--- src/rtl/div_radix2_pkg.sv ---
// Shared definitions for the radix-2 restoring divider: default operand width and FSM encodings.
package div_radix2_pkg;

  localparam int DIV_WIDTH = 32;

  typedef enum logic [1:0] {
    DIV_IDLE = 2'd0,
    DIV_CALC = 2'd1,
    DIV_DONE = 2'd2
  } div_state_e;

endpackage

--- src/rtl/div_radix2.sv ---
// Iterative radix-2 restoring divider: one quotient bit per cycle, signed/unsigned,
// returns {remainder, quotient} with a one-cycle ready pulse.
module div_radix2
  import div_radix2_pkg::*;
#(
  parameter int WIDTH = DIV_WIDTH
) (
  input  logic               clk,
  input  logic               rst,
  input  logic               flush,
  input  logic [WIDTH-1:0]   a,
  input  logic [WIDTH-1:0]   b,
  input  logic               valid,
  input  logic               sign,
  output logic               div_stall,
  output logic               ready,
  output logic [2*WIDTH-1:0] result
);

  localparam int CNT_W = $clog2(WIDTH);
  localparam logic [CNT_W-1:0] LAST_STEP = CNT_W'(WIDTH - 1);

  div_state_e state_q, state_d;

  logic [WIDTH-1:0]   rem_q, rem_d;
  logic [WIDTH-1:0]   quo_q, quo_d;
  logic [WIDTH-1:0]   divisor_q, divisor_d;
  logic [CNT_W-1:0]   count_q, count_d;
  logic               sign_q, sign_d;
  logic               neg_quo_q, neg_quo_d;
  logic               neg_rem_q, neg_rem_d;
  logic [2*WIDTH-1:0] result_q, result_d;

  // Operand magnitudes; negation wraps so -2^(W-1) maps to itself and is read as unsigned.
  logic [WIDTH-1:0] a_mag, b_mag;
  assign a_mag = (sign && a[WIDTH-1]) ? (-a) : a;
  assign b_mag = (sign && b[WIDTH-1]) ? (-b) : b;

  logic [WIDTH:0]   rem_shift;
  logic [WIDTH:0]   rem_sub;
  logic             rem_ge;
  logic [WIDTH-1:0] step_rem, step_quo;
  logic [WIDTH-1:0] fix_rem, fix_quo;

  always_comb begin
    rem_shift = {rem_q, quo_q[WIDTH-1]};
    rem_sub   = rem_shift - {1'b0, divisor_q};
    rem_ge    = (rem_shift >= {1'b0, divisor_q});
    step_rem  = rem_ge ? rem_sub[WIDTH-1:0] : rem_shift[WIDTH-1:0];
    step_quo  = {quo_q[WIDTH-2:0], rem_ge};
    fix_quo   = (sign_q && neg_quo_q) ? (-step_quo) : step_quo;
    fix_rem   = (sign_q && neg_rem_q) ? (-step_rem) : step_rem;
  end

  always_comb begin
    state_d   = state_q;
    rem_d     = rem_q;
    quo_d     = quo_q;
    divisor_d = divisor_q;
    count_d   = count_q;
    sign_d    = sign_q;
    neg_quo_d = neg_quo_q;
    neg_rem_d = neg_rem_q;
    result_d  = result_q;
    div_stall = 1'b0;
    ready     = 1'b0;

    unique case (state_q)
      DIV_IDLE: begin
        div_stall = valid;
        if (valid) begin
          quo_d     = a_mag;
          divisor_d = b_mag;
          rem_d     = '0;
          count_d   = '0;
          sign_d    = sign;
          neg_quo_d = a[WIDTH-1] ^ b[WIDTH-1];
          neg_rem_d = a[WIDTH-1];
          state_d   = DIV_CALC;
        end
      end
      DIV_CALC: begin
        div_stall = 1'b1;
        rem_d     = step_rem;
        quo_d     = step_quo;
        count_d   = count_q + 1'b1;
        if (count_q == LAST_STEP) begin
          result_d = {fix_rem, fix_quo};
          state_d  = DIV_DONE;
        end
      end
      DIV_DONE: begin
        ready   = 1'b1;
        state_d = DIV_IDLE;
      end
      default: begin
        state_d = DIV_IDLE;
      end
    endcase

    // Execute-stage flush wins over any request or in-flight step.
    if (flush) begin
      state_d   = DIV_IDLE;
      rem_d     = rem_q;
      quo_d     = quo_q;
      divisor_d = divisor_q;
      count_d   = count_q;
      sign_d    = sign_q;
      neg_quo_d = neg_quo_q;
      neg_rem_d = neg_rem_q;
      result_d  = result_q;
      div_stall = 1'b0;
      ready     = 1'b0;
    end
  end

  always_ff @(posedge clk) begin
    if (rst) begin
      state_q   <= DIV_IDLE;
      rem_q     <= '0;
      quo_q     <= '0;
      divisor_q <= '0;
      count_q   <= '0;
      sign_q    <= 1'b0;
      neg_quo_q <= 1'b0;
      neg_rem_q <= 1'b0;
      result_q  <= '0;
    end else begin
      state_q   <= state_d;
      rem_q     <= rem_d;
      quo_q     <= quo_d;
      divisor_q <= divisor_d;
      count_q   <= count_d;
      sign_q    <= sign_d;
      neg_quo_q <= neg_quo_d;
      neg_rem_q <= neg_rem_d;
      result_q  <= result_d;
    end
  end

  assign result = result_q;

endmodule

--- config.mk ---
export PLATFORM = sky130hd
export DESIGN_NAME = div_radix2
export DESIGN_NICKNAME = d
export VERILOG_FILES = /design/src/rtl/div_radix2_pkg.sv /design/src/rtl/div_radix2.sv
export SDC_FILE = /design/constraint.sdc
export NUM_CORES = 1
export LEC_CHECK = 0
export CORE_UTILIZATION = 40
export DETAILED_ROUTE_END_ITERATION = 10
export PLACE_DENSITY = 0.72
export SYNTH_ARGS = -nofsm -noshare
export SYNTH_HDL_FRONTEND = slang
export SYNTH_SLANG_ARGS = --single-unit
export TNS_END_PERCENT = 30
--- constraint.sdc ---
create_clock -name clk -period 4.5 [get_ports clk]
set_input_delay 1.35 -clock clk [delete_from_list [all_inputs] [get_ports clk]]
set_output_delay 1.35 -clock clk [all_outputs]
set_load 0.01 [all_outputs]
# == Word level (Yosys, flattened, before mapping) ==
# Index checks and enable logic that the tools add are counted.
# word_totals
ff_bits,170
output_inout_bits,66
wordCells,52
# op_classes
n_addsub,6
order_cmp,1
eq_ne,5
n_mux,18
bitwise_logic,2
reduce_logical,11
# op_table
op,n
$mux W32,7
$neg A32 Y32,4
$pmux W32 S2,2
$ge A33 B32 Y1,1
$sub A32 B32 Y32,1
$pmux W5 S2,1
$reduce_and A3 Y1,3
$add A5 B1 Y5 const B,1
$eq A5 B5 Y1 const B,1
$mux W5,1
$logic_and A1 B1 Y1,4
$mux W2,2
$ne A2 B2 Y1 const B,2
$pmux W2 S2,1
$mux W1,3
$eq A2 B1 Y1 const B,1
$eq A2 B2 Y1 const B,1
$logic_not A2 Y1,1
$pmux W1 S2,1
$reduce_and A2 Y1,1
$reduce_bool A2 Y1,1
$reduce_or A2 Y1,1
$not A1 Y1,1
$xor A1 B1 Y1,1

# == Longest topological paths before layout ==
# Gate-level depths: netlist of run 1.
# depth
depth_word,4
depth_mapped,23

# == Worst setup path before layout of run 1 ==
# OpenSTA, ideal clock, no wires.
# synth_path
kind,register to register
from,register divisor_q[1]
to,"register result_q[62], in the netlist result[62]"
arrival_ns,4.511
required_ns,4.380
slack_ns,-0.130
stages_incl_launch_ff,21
path_buffers,2
synth_period_minus_slack_ns,4.630
cell_sequence,dfxtp_1 -> inv_1 -> ha_1 -> nor2b_1 -> o2111ai_2 -> a2111oi_4 -> o31a_2 -> o211ai_4 -> nand2_4 -> buf_4 -> buf_2 -> mux2i_1 -> ha_1 -> nor2b_1 -> nand3_1 -> or3_1 -> o31a_1 -> nor3b_4 -> and4_2 -> nor2_1 -> a211o_1
# synth_via
elab_chain_cells,4
word_cells_on_any_way,5
# synth_lines
item,line_no,rtl
"start, declared",div_radix2.sv:27,"logic [WIDTH-1:0] divisor_q, divisor_d;"
"start signal, assigned",div_radix2.sv:132,divisor_q <= divisor_d;
$sub A32 B32 Y32 / $ge A33 B32 Y1 (equally long branches),"div_radix2.sv:47, div_radix2.sv:48",
$mux W32 *,div_radix2.sv:49,step_rem = rem_ge ? rem_sub[WIDTH-1:0] : rem_shift[WIDTH-1:0];
$neg A32 Y32,div_radix2.sv:52,fix_rem = (sign_q && neg_rem_q) ? (-step_rem) : step_rem;
$mux W32 *,div_radix2.sv:52,
"end signal, assigned",div_radix2.sv:137,result_q <= result_d;
"end, declared",div_radix2.sv:32,"logic [2*WIDTH-1:0] result_q, result_d;"
# Every way passes the cells marked *; elsewhere a longest branch is shown, timed or not.
# A chain may end at the register's enable or synchronous reset.

# == Final worst setup path of run 1 ==
# layout_path
from,register rem_q[22]
to,"register result_q[54], in the netlist result[54]"
# layout_via
elab_chain_cells,4
# layout_lines
item,line_no,rtl
"start, declared",div_radix2.sv:25,"logic [WIDTH-1:0] rem_q, rem_d;"
"start signal, assigned",div_radix2.sv:130,rem_q <= rem_d;
$ge A33 B32 Y1 *,div_radix2.sv:48,"rem_ge = (rem_shift >= {1'b0, divisor_q});"
$mux W32 *,div_radix2.sv:49,
$neg A32 Y32,div_radix2.sv:52,
$mux W32 *,div_radix2.sv:52,
# Marked as above.

==> impl_metrics.py, run 1 <==
metrics = {
    "outcome": {
        "status": "complete, no violations",
    },
    "clock_network": {
        "hold_buffers": 0,
        "cts_made_buffers": 17,
        "worstSkewPairLatency_ps": 440,
        "cts_tree": "done",
        "clk_pin_slew_ps": 70,
        "postCtsSetupBuffers": 0,
        "cts_sinks": 170,
        "cts.repair.resized": 0,
        "clk_path_buf_depth": 2,
        "h-tree-depth": 4,
        "root_buffer": "clkbuf_16",
    },
    "logic_synthesis": {
        "synth_area_leaders": "dfxtp_1, nor2_1, a21oi_1, a211oi_1, xnor2_1",
        "synth_most_common_cell": "nor2_1",
        "syn-num-nets": 1637,
        "synth_warnings": 0,
        "avgSynthCellArea_um2": 7.54,
        "synth_cell_type_count": 83,
        "synth_top_area_cell": "dfxtp_1",
        "syn_inst": 1529,
        "ys_seq_area_share_pct": 29.5,
        "yosysTopAreaCellShare_pct": 29.5,
        "ys_top_cells_by_count": "nor2_1, dfxtp_1, a21oi_1",
        "synth_area_um2": 11500,
        "ys.flop_type": "dfxtp_1",
        "synthArstFlopShare_pct": 0,
        "yosys_register_bits": 170,
        "synth_edf_count": 0,
    },
    "critical_path": {
        "r2r_end": "result[54]",
        "crit_path_start_kind": "flip-flop",
        "worstPathRequired_ps": 4840,
        "crit_arrival_ps": 4610,
        "cp_top_family": "simple AND/OR/NAND/NOR gates",
        "rrSetupSlack_ps": 230,
        "path_class": "reg2reg",
        "crit_top_cell": "ha_1",
        "critPathBufInv": 0,
        "r2r-start": "rem_q[22]",
        "slowest_delay_ps": 500,
        "worstRegToRegCells": 17,
        "end_kind": "flip-flop",
        "cp_cell_sequence": "ha_1, nand2_1, nor4_1, nor2b_1, a31oi_1, o21a_1, nand2_4, mux2i_2, ha_1, nor2b_2, nand3_1, or3_1, o31a_1, nor3b_4, a21oi_1, xor2_1, a211oi_1",
        "cp_slowest_cell": "nor4_1",
        "crit_fanout": 7,
    },
    "final_layout": {
        "multi_input_area_um2": 7570,
        "drive_gt1_share_pct": 6.42,
        "final.fill_count": 2802,
        "antenna_cells": 0,
        "nets": 1730,
        "postLayoutCellArea_um2": 13900,
        "seqCellArea_um2": 3400,
        "synthToLayoutAreaGrowth_pct": 20.3,
    },
    "detailed_routing": {
        "wirelength_um": 35100,
        "routed_via_density": 5.74,
        "ant_nets": 0,
        "dr.first_iter.drc_count": 984,
        "wl_per_cell_um": 17.4,
        "drc": 0,
        "vias": 11600,
        "firstDrtPassIters": 5,
    },
    "placement": {
        "gp_congestion": 0.968,
        "dpl-instance-area_um2": 13300,
        "portBuffers": 134,
        "post-dp-hpwl_um": 26200,
        "dpl_worst_slack_ps": 156,
    },
    "sta": {
        "slew_viol_final": 0,
        "fin_skew_ps": 11.9,
        "min_period_over_period_pct": 94.9,
        "setup_violations": 0,
        "hold_ws_ps": 450,
        "layout_min_cycle_time_ps": 4270,
        "tightest_slew_ps": 1060,
        "max_freq_ghz": 0.234,
        "fin_ws_ps": 231,
        "slew_headroom_pct": 29.1,
        "rsz0062_at_grt": "false",
        "fin_setup_tns_ps": 0,
        "hold_viol": 0,
    },
    "min_path": {
        "hold_path_class": "reg2reg",
        "worstHoldPathCells": 2,
        "min_delay_worst_endpoint": "result[30]",
        "min-delay-start": "result[30]",
    },
    "floorplan": {
        "core_area_um2": 28100,
        "die_y_um": 172,
        "start_util_pct": 41.1,
        "core.rowCount": 61,
        "die_width_um": 172,
        "dieArea_um2": 29500,
        "num_io_pins": 135,
    },
    "power_and_ir_drop": {
        "power.total_uw": 4100,
        "ir_drop_v": 0.000253,
        "leakage_uw": 0.00507,
        "p_per_area_nw_per_um2": 295,
    },
    "flow_run": {
        "maxCapViolations": 0,
    },
    "grt": {
        "grt_pass1_vias": 10400,
        "antenna_found_initial": 0,
        "grt_pass1_wl_um": 55500,
        "grt_max_degree": 113,
        "grtUsageTotal_pct": 23.8,
        "grt_overflow": 0,
    },
}
==> cell families after synthesis <==
kind of cell,count (synthesis),share of synthesized area (%)
xor gates and xnor gates,123,9.34
and+or+nand+nor,574,23.4
DFF,170,29.5
muxes,34,3.07
buffers and inverters,142,5.08
adders and majority gates,39,4.30
AOI/OAI and AO/OA,447,25.3
==> layer usage <==
metal	track usage, %	routed length, um	up-vias
met2	35.4	14800	433
met5	0	0	-
met1	35.1	16900	5393
met4	7.39	850	0
met3	3.18	2570	59
li1	-	-	5676
==> tightest hold or removal path, stage by stage, from the launching register on <==
cell and delay (ps):
dfxtp_1 310, nand2_1 50, a21oi_1 50
==> final cells by class <==
cell class                 instances  area share (%)
clock buffer                      19            3.19
clock inverter                    13            1.15
inverter                          46            1.24
multi-input combinational       1217            54.6
sequential                       170            24.5
tap                              378            3.41
timing repair buffer             170            11.9
==> flip-flops by register name, indices dropped and copies added (netlist names) <==
register and count:
count_q 5, state_q 2, neg_rem_q 1, result 64, rem_q 32, divisor_q 32, sign_q 1, neg_quo_q 1
quo_q 32
==> report_power, final <==
group	internal, uW	switching (uW)
clock	852	706
sequential	1550	44.2
combinational	380	567
==> stage by stage <==
| stage | utilization [%] | instances |
|---|---|---|
| 2_1_floorplan | - | 1529 |
| 3_3_place_gp | 47.2 | 1981 |
| 3_5_place_dp | 47.2 | 1981 |
| 4_1_cts | 49.4 | 2013 |
| 5_1_grt | 49.4 | 2013 |
| 6_report | 49.4 | 2013 |
==> worst max path at each step <==
stage                             from    endpoint  slack [ps]  cells after the start
after floorplan           divisor_q[4]  result[62]           5                     21
after global placement            a[2]   quo_q[30]         200                     11
after detailed placement          a[2]   quo_q[30]         160                     11
after CTS                        flush   div_stall         230                      5
after global routing         rem_q[22]  result[56]          10                     16
final                        rem_q[22]  result[54]         230                     17
==> cells in the final DEF (no fill, tap or decap), types with 28 or more instances in the layout <==
cell / n
a211oi_1: 90
a21oi_1: 151
buf_4: 34
clkdlybuf4s50_1: 133
dfxtp_1: 170
ha_1: 38
inv_1: 45
nand2_1: 130
nor2_1: 246
nor3_1: 28
o21ai_0: 68
xnor2_1: 65
xor2_1: 58
(Power assumes the default switching activity.)
==> run 2: changes to the inputs <==
- CORE_UTILIZATION: 40 -> 50
- PLACE_DENSITY: 0.72 -> 0.75
==> impl_metrics.py, run 2 (synthesized netlist as in run 1, its figures left out) <==
metrics = {
    "floorplan": {
        "core.rowCount": 55,
        "start_util_pct": 50.9,
        "num_io_pins": 135,
        "die_y_um": 154,
        "dieArea_um2": 23700,
        "core_area_um2": 22600,
        "die_width_um": 154,
    },
    "sta": {
        "setup_violations": 0,
        "hold_viol": 0,
        "hold_ws_ps": 450,
        "slew_headroom_pct": 32.3,
        "slew_viol_final": 0,
        "fin_skew_ps": 11.7,
        "min_period_over_period_pct": 96.6,
        "max_freq_ghz": 0.230,
        "tightest_slew_ps": 1020,
        "rsz0062_at_grt": "true",
        "layout_min_cycle_time_ps": 4350,
    },
    "critical_path": {
        "end_kind": "flip-flop",
        "r2r-start": "divisor_q[14]",
        "critPathLaunch": "divisor_q[14]",
        "cp.depth": 18,
        "crit_path_start_kind": "flip-flop",
        "worstRegToRegCells": 18,
        "critPathBufInv": 1,
        "crit_arrival_ps": 4680,
        "worstPathRequired_ps": 4830,
        "cp_top_family": "simple AND/OR/NAND/NOR gates",
        "cp_slowest_cell": "or3_1",
        "slowest_delay_ps": 460,
        "cp_cell_sequence": "inv_1, ha_1, nand4_1, or3_1, nor2b_1, a31oi_1, o21a_1, nand2_4, mux2i_2, ha_1, nor2b_2, nand3_1, or3_1, o31a_1, nor3b_4, and4_2, nor2_1, a211o_1",
        "path_class": "reg2reg",
        "crit_fanout": 9,
    },
    "flow_run": {
        "maxCapViolations": 0,
    },
    "grt": {
        "use_met2_pct": 43.9,
        "grt_use_met1_pct": 41.4,
        "grt_pass1_wl_um": 55000,
        "grt_pass1_vias": 10600,
        "antenna_found_initial": 0,
        "grtUsageTotal_pct": 28.8,
        "grt_overflow": 0,
        "top_usage_layer": "met2",
        "grtUsageMet3_pct": 3.86,
        "grt_max_degree": 115,
    },
    "power_and_ir_drop": {
        "leakage_uw": 0.00504,
        "ir_drop_v": 0.000239,
        "p_comb_share_pct": 24.0,
        "p_per_area_nw_per_um2": 288,
        "swShare_pct": 32.3,
        "power_frac_seq_pct": 40.5,
        "p_int_uw": 2670,
        "p_sw_uw": 1270,
        "power.share.clock_pct": 35.6,
    },
    "clock_network": {
        "worstSkewPairLatency_ps": 440,
        "clk_pin_slew_ps": 70,
        "clk_path_buf_depth": 2,
        "cts_sinks": 170,
        "cts_made_buffers": 17,
        "h-tree-depth": 4,
        "cts_tree": "done",
        "root_buffer": "clkbuf_16",
    },
    "min_path": {
        "worstHoldPathCells": 2,
        "hold_path_class": "reg2reg",
        "min-delay-start": "result[44]",
    },
    "detailed_routing": {
        "wl_per_cell_um": 17.7,
        "ant_nets": 0,
        "drc": 0,
        "vias": 11600,
        "firstDrtPassIters": 5,
        "routed_via_density": 6.03,
        "wirelength_um": 34000,
        "dr.first_iter.drc_count": 1001,
    },
    "final_layout": {
        "largest_register_ff_count": 64,
        "nets": 1730,
        "seqCellArea_um2": 3400,
        "antenna_cells": 0,
        "drive_gt1_share_pct": 6.67,
        "multi_input_area_um2": 7590,
        "mostFrequentLayoutCell": "nor2_1",
        "final_cell_mix": "nor2_1, dfxtp_1, a21oi_1, clkdlybuf4s50_1, nand2_1",
        "fin_util_pct": 60.5,
        "final.fill_count": 2054,
        "synthToLayoutAreaGrowth_pct": 18.7,
    },
    "placement": {
        "gp_congestion": 0.916,
        "portBuffers": 134,
        "post-dp-hpwl_um": 25300,
    },
    "outcome": {
        "status": "complete, no violations",
    },
}
[run 2: cell count changes in the layout (fill, tap and decap cells not counted), moves of 2 or more]
cell,previous run,this run
buf_4,34,36
clkinvlp_4,1,3
bufinv_16,2,0
buf_12,3,1
[run 2: path summary, 6_finish.rpt]
path / slack, ps / end
setup / recovery: 150 / result[62]
hold / removal: 450 / result[44]
setup reg to reg: 150 / result[62]
hold reg to reg: 450 / result[44]
[run 2: per-stage QoR]
stage / instance area [um^2] / total power (uW) / TNS, ps / setup WS (ps) / instances
global route: 13700 / 4100 / -87.2 / -43.7 / 1919
global placement: 13100 / 2530 / 0 / 221 / 1888
detailed placement: 13100 / 2550 / 0 / 166 / 1888
floorplan: 11500 / 2250 / 0 / 5.04 / 1529
CTS: 13700 / 3930 / 0 / 131 / 1919
finish: 13700 / 3940 / 0 / 151 / 1919
[run 2: final cells by class]
type	count	share of cell area (%)
multi-input combinational	1217	55.5
timing repair buffer	170	11.8
inverter	46	1.26
clock buffer	20	3.34
tap	285	2.60
clock inverter	11	0.640
sequential	170	24.9
[run 2: timing repair]
action,4_1_cts,5_1_grt
buffers inserted,0,0
endpoints found under the setup margin,0,9
resized for setup,0,6
endpoints found under the hold margin,0,0
hold buffers,0,0
[run 2: worst register-to-register path, stage by stage, from the launching register on]
cell and delay, ps:
dfxtp_1 330, inv_1 60, ha_1 430, nand4_1 160, or3_1 460, nor2b_1 160
a31oi_1 130, o21a_1 290, nand2_4 160, mux2i_2 260, ha_1 210, nor2b_2 170
nand3_1 100, or3_1 340, o31a_1 160, nor3b_4 290, and4_2 280, nor2_1 50
a211o_1 210
[run 2: per-layer routing]
| metal | wire length (um) | vias up |
|---|---|---|
| met5 | 0 | - |
| met4 | 786 | 0 |
| met3 | 2510 | 50 |
| met2 | 14800 | 437 |
| met1 | 15800 | 5401 |
| li1 | - | 5681 |
[run 2: power groups by stage]
stage | clock network [uW] | logic, uW | registers [uW]
after floorplan | 0 | 642 | 1610
after detailed placement | 0 | 921 | 1620
final | 1400 | 944 | 1590
after CTS | 1410 | 927 | 1590
after global placement | 0 | 911 | 1620
after global routing | 1470 | 1030 | 1600
==> run 3: changes to the inputs <==
- CORE_UTILIZATION: 50 -> 49
- PLACE_DENSITY: 0.75 -> 0.74
==> impl_metrics.py, run 3 (synthesized netlist as in run 1, its figures left out) <==
metrics = {
    "floorplan": {
        "die_width_um": 155,
        "dieArea_um2": 24200,
        "die_y_um": 155,
        "core.rowCount": 55,
        "core_area_um2": 22800,
        "start_util_pct": 50.5,
        "num_io_pins": 135,
    },
    "grt": {
        "grt_overflow": 0,
        "grt_pass1_vias": 10400,
        "grt_pass1_wl_um": 54900,
        "antenna_found_initial": 0,
        "grt_max_degree": 118,
        "grtUsageTotal_pct": 28.7,
    },
    "sta": {
        "fin_ws_ps": 216,
        "tightest_slew_ps": 1010,
        "slew_viol_final": 0,
        "min_period_over_period_pct": 95.2,
        "fin_setup_tns_ps": 0,
        "slew_headroom_pct": 32.4,
        "rsz0062_at_grt": "false",
        "fin_skew_ps": 14.7,
        "layout_min_cycle_time_ps": 4280,
        "hold_viol": 0,
        "max_freq_ghz": 0.233,
        "hold_ws_ps": 449,
        "setup_violations": 0,
    },
    "power_and_ir_drop": {
        "ir_drop_v": 0.000224,
        "leakage_uw": 0.00511,
        "power.total_uw": 4060,
        "p_per_area_nw_per_um2": 293,
    },
    "clock_network": {
        "cts_sinks": 170,
        "worstSkewPairLatency_ps": 440,
        "cts_made_buffers": 17,
        "clk_pin_slew_ps": 70,
        "h-tree-depth": 4,
        "root_buffer": "clkbuf_16",
        "clk_path_buf_depth": 2,
        "cts_tree": "done",
    },
    "detailed_routing": {
        "dr.first_iter.drc_count": 1033,
        "vias": 11600,
        "routed_via_density": 5.92,
        "ant_nets": 0,
        "wirelength_um": 34600,
        "wl_per_cell_um": 17.7,
        "firstDrtPassIters": 5,
        "drc": 0,
    },
    "flow_run": {
        "maxCapViolations": 0,
    },
    "final_layout": {
        "largest_register_ff_count": 64,
        "antenna_cells": 0,
        "drive_gt1_share_pct": 7.35,
        "nets": 1742,
        "final_cell_mix": "nor2_1, dfxtp_1, a21oi_1, clkdlybuf4s50_1, nand2_1",
        "mostFrequentLayoutCell": "nor2_1",
        "synthToLayoutAreaGrowth_pct": 20.2,
        "postLayoutCellArea_um2": 13900,
        "final.fill_count": 2112,
    },
    "critical_path": {
        "cp_cell_sequence": "inv_1, ha_1, nor2b_1, o2111ai_2, a2111oi_4, o31a_2, o211ai_4, nand2_4, mux2i_2, ha_1, nor2b_2, nand3_1, or3_1, o31a_1, nor3b_4, and4_2, nor2_1, a211o_1",
        "path_class": "reg2reg",
        "crit_path_start_kind": "flip-flop",
        "worstPathRequired_ps": 4830,
        "crit_top_cell": "ha_1",
        "end_kind": "flip-flop",
        "slowest_delay_ps": 400,
        "crit_arrival_ps": 4610,
        "cp_slowest_cell": "o31a_2",
        "crit_fanout": 6,
    },
    "outcome": {
        "status": "complete, no violations",
    },
    "placement": {
        "portBuffers": 134,
        "dpl_worst_slack_ps": 160,
        "gp_congestion": 0.931,
        "dpl-instance-area_um2": 13300,
        "post-dp-hpwl_um": 25800,
    },
    "min_path": {
        "hold_path_class": "reg2reg",
    },
}
-- run 3: changes by cell type in the layout (fill, tap and decap cells not counted), moves of 2 or more --
cell and change:
clkinv_8 +2, inv_8 +2, buf_4 +11, clkbuf_8 -2
-- run 3: final timing paths --
check	from	to	slack (ps)	depth (start not counted)
max reg2reg	divisor_q[1]	result[62]	220	18
max	divisor_q[1]	result[62]	220	18
min reg2reg	result[55]	result[55]	450	2
min	result[55]	result[55]	450	2
-- run 3: through the flow --
stage / utilization, % / std cells
3_3_place_gp: 58.1 / 1928
4_1_cts: 60.6 / 1960
2_1_floorplan: - / 1529
5_1_grt: 60.7 / 1960
6_report: 60.7 / 1960
3_5_place_dp: 58.1 / 1928
-- run 3: where the power goes --
group	internal [uW]	switching, uW	total (uW)
clock	787	714	1500
sequential	1550	45.7	1590
combinational	393	574	967
-- run 3: area by class of cell --
type / instances / area, um^2 / area share [%]
sequential: 170 / 3400 / 24.6
inverter: 46 / 173 / 1.25
tap: 313 / 392 / 2.82
timing repair buffer: 182 / 1720 / 12.4
multi-input combinational: 1217 / 7580 / 54.7
clock buffer: 17 / 425 / 3.07
clock inverter: 15 / 164 / 1.18
-- run 3: timing repair --
action / in CTS / in global routing
buffers inserted: 0 / 0
setup endpoints to repair: 0 / 7
hold buffers: 0 / 0
gates resized for setup: 0 / 5
-- run 3: metal layers --
metal / part of all wire (%) / global-route usage, % / vias to the layer above / routed length, um
met1: 46 / 40.5 / 5385 / 16000
met2: 44 / 44.0 / 447 / 15300
met5: 0 / 0 / - / 0
met3: 7.6 / 5.54 / 58 / 2620
li1: - / - / 5708 / -
met4: 2.0 / 8.50 / 0 / 695
-- run 3: critical path: cells and delay by family, from the launching register on --
family,cells,cell delay (ps)
fa+ha+maj,2,510
flops,1,340
compound gates,6,1490
simple gates,8,1510
buf+inv,1,100
mux,1,210
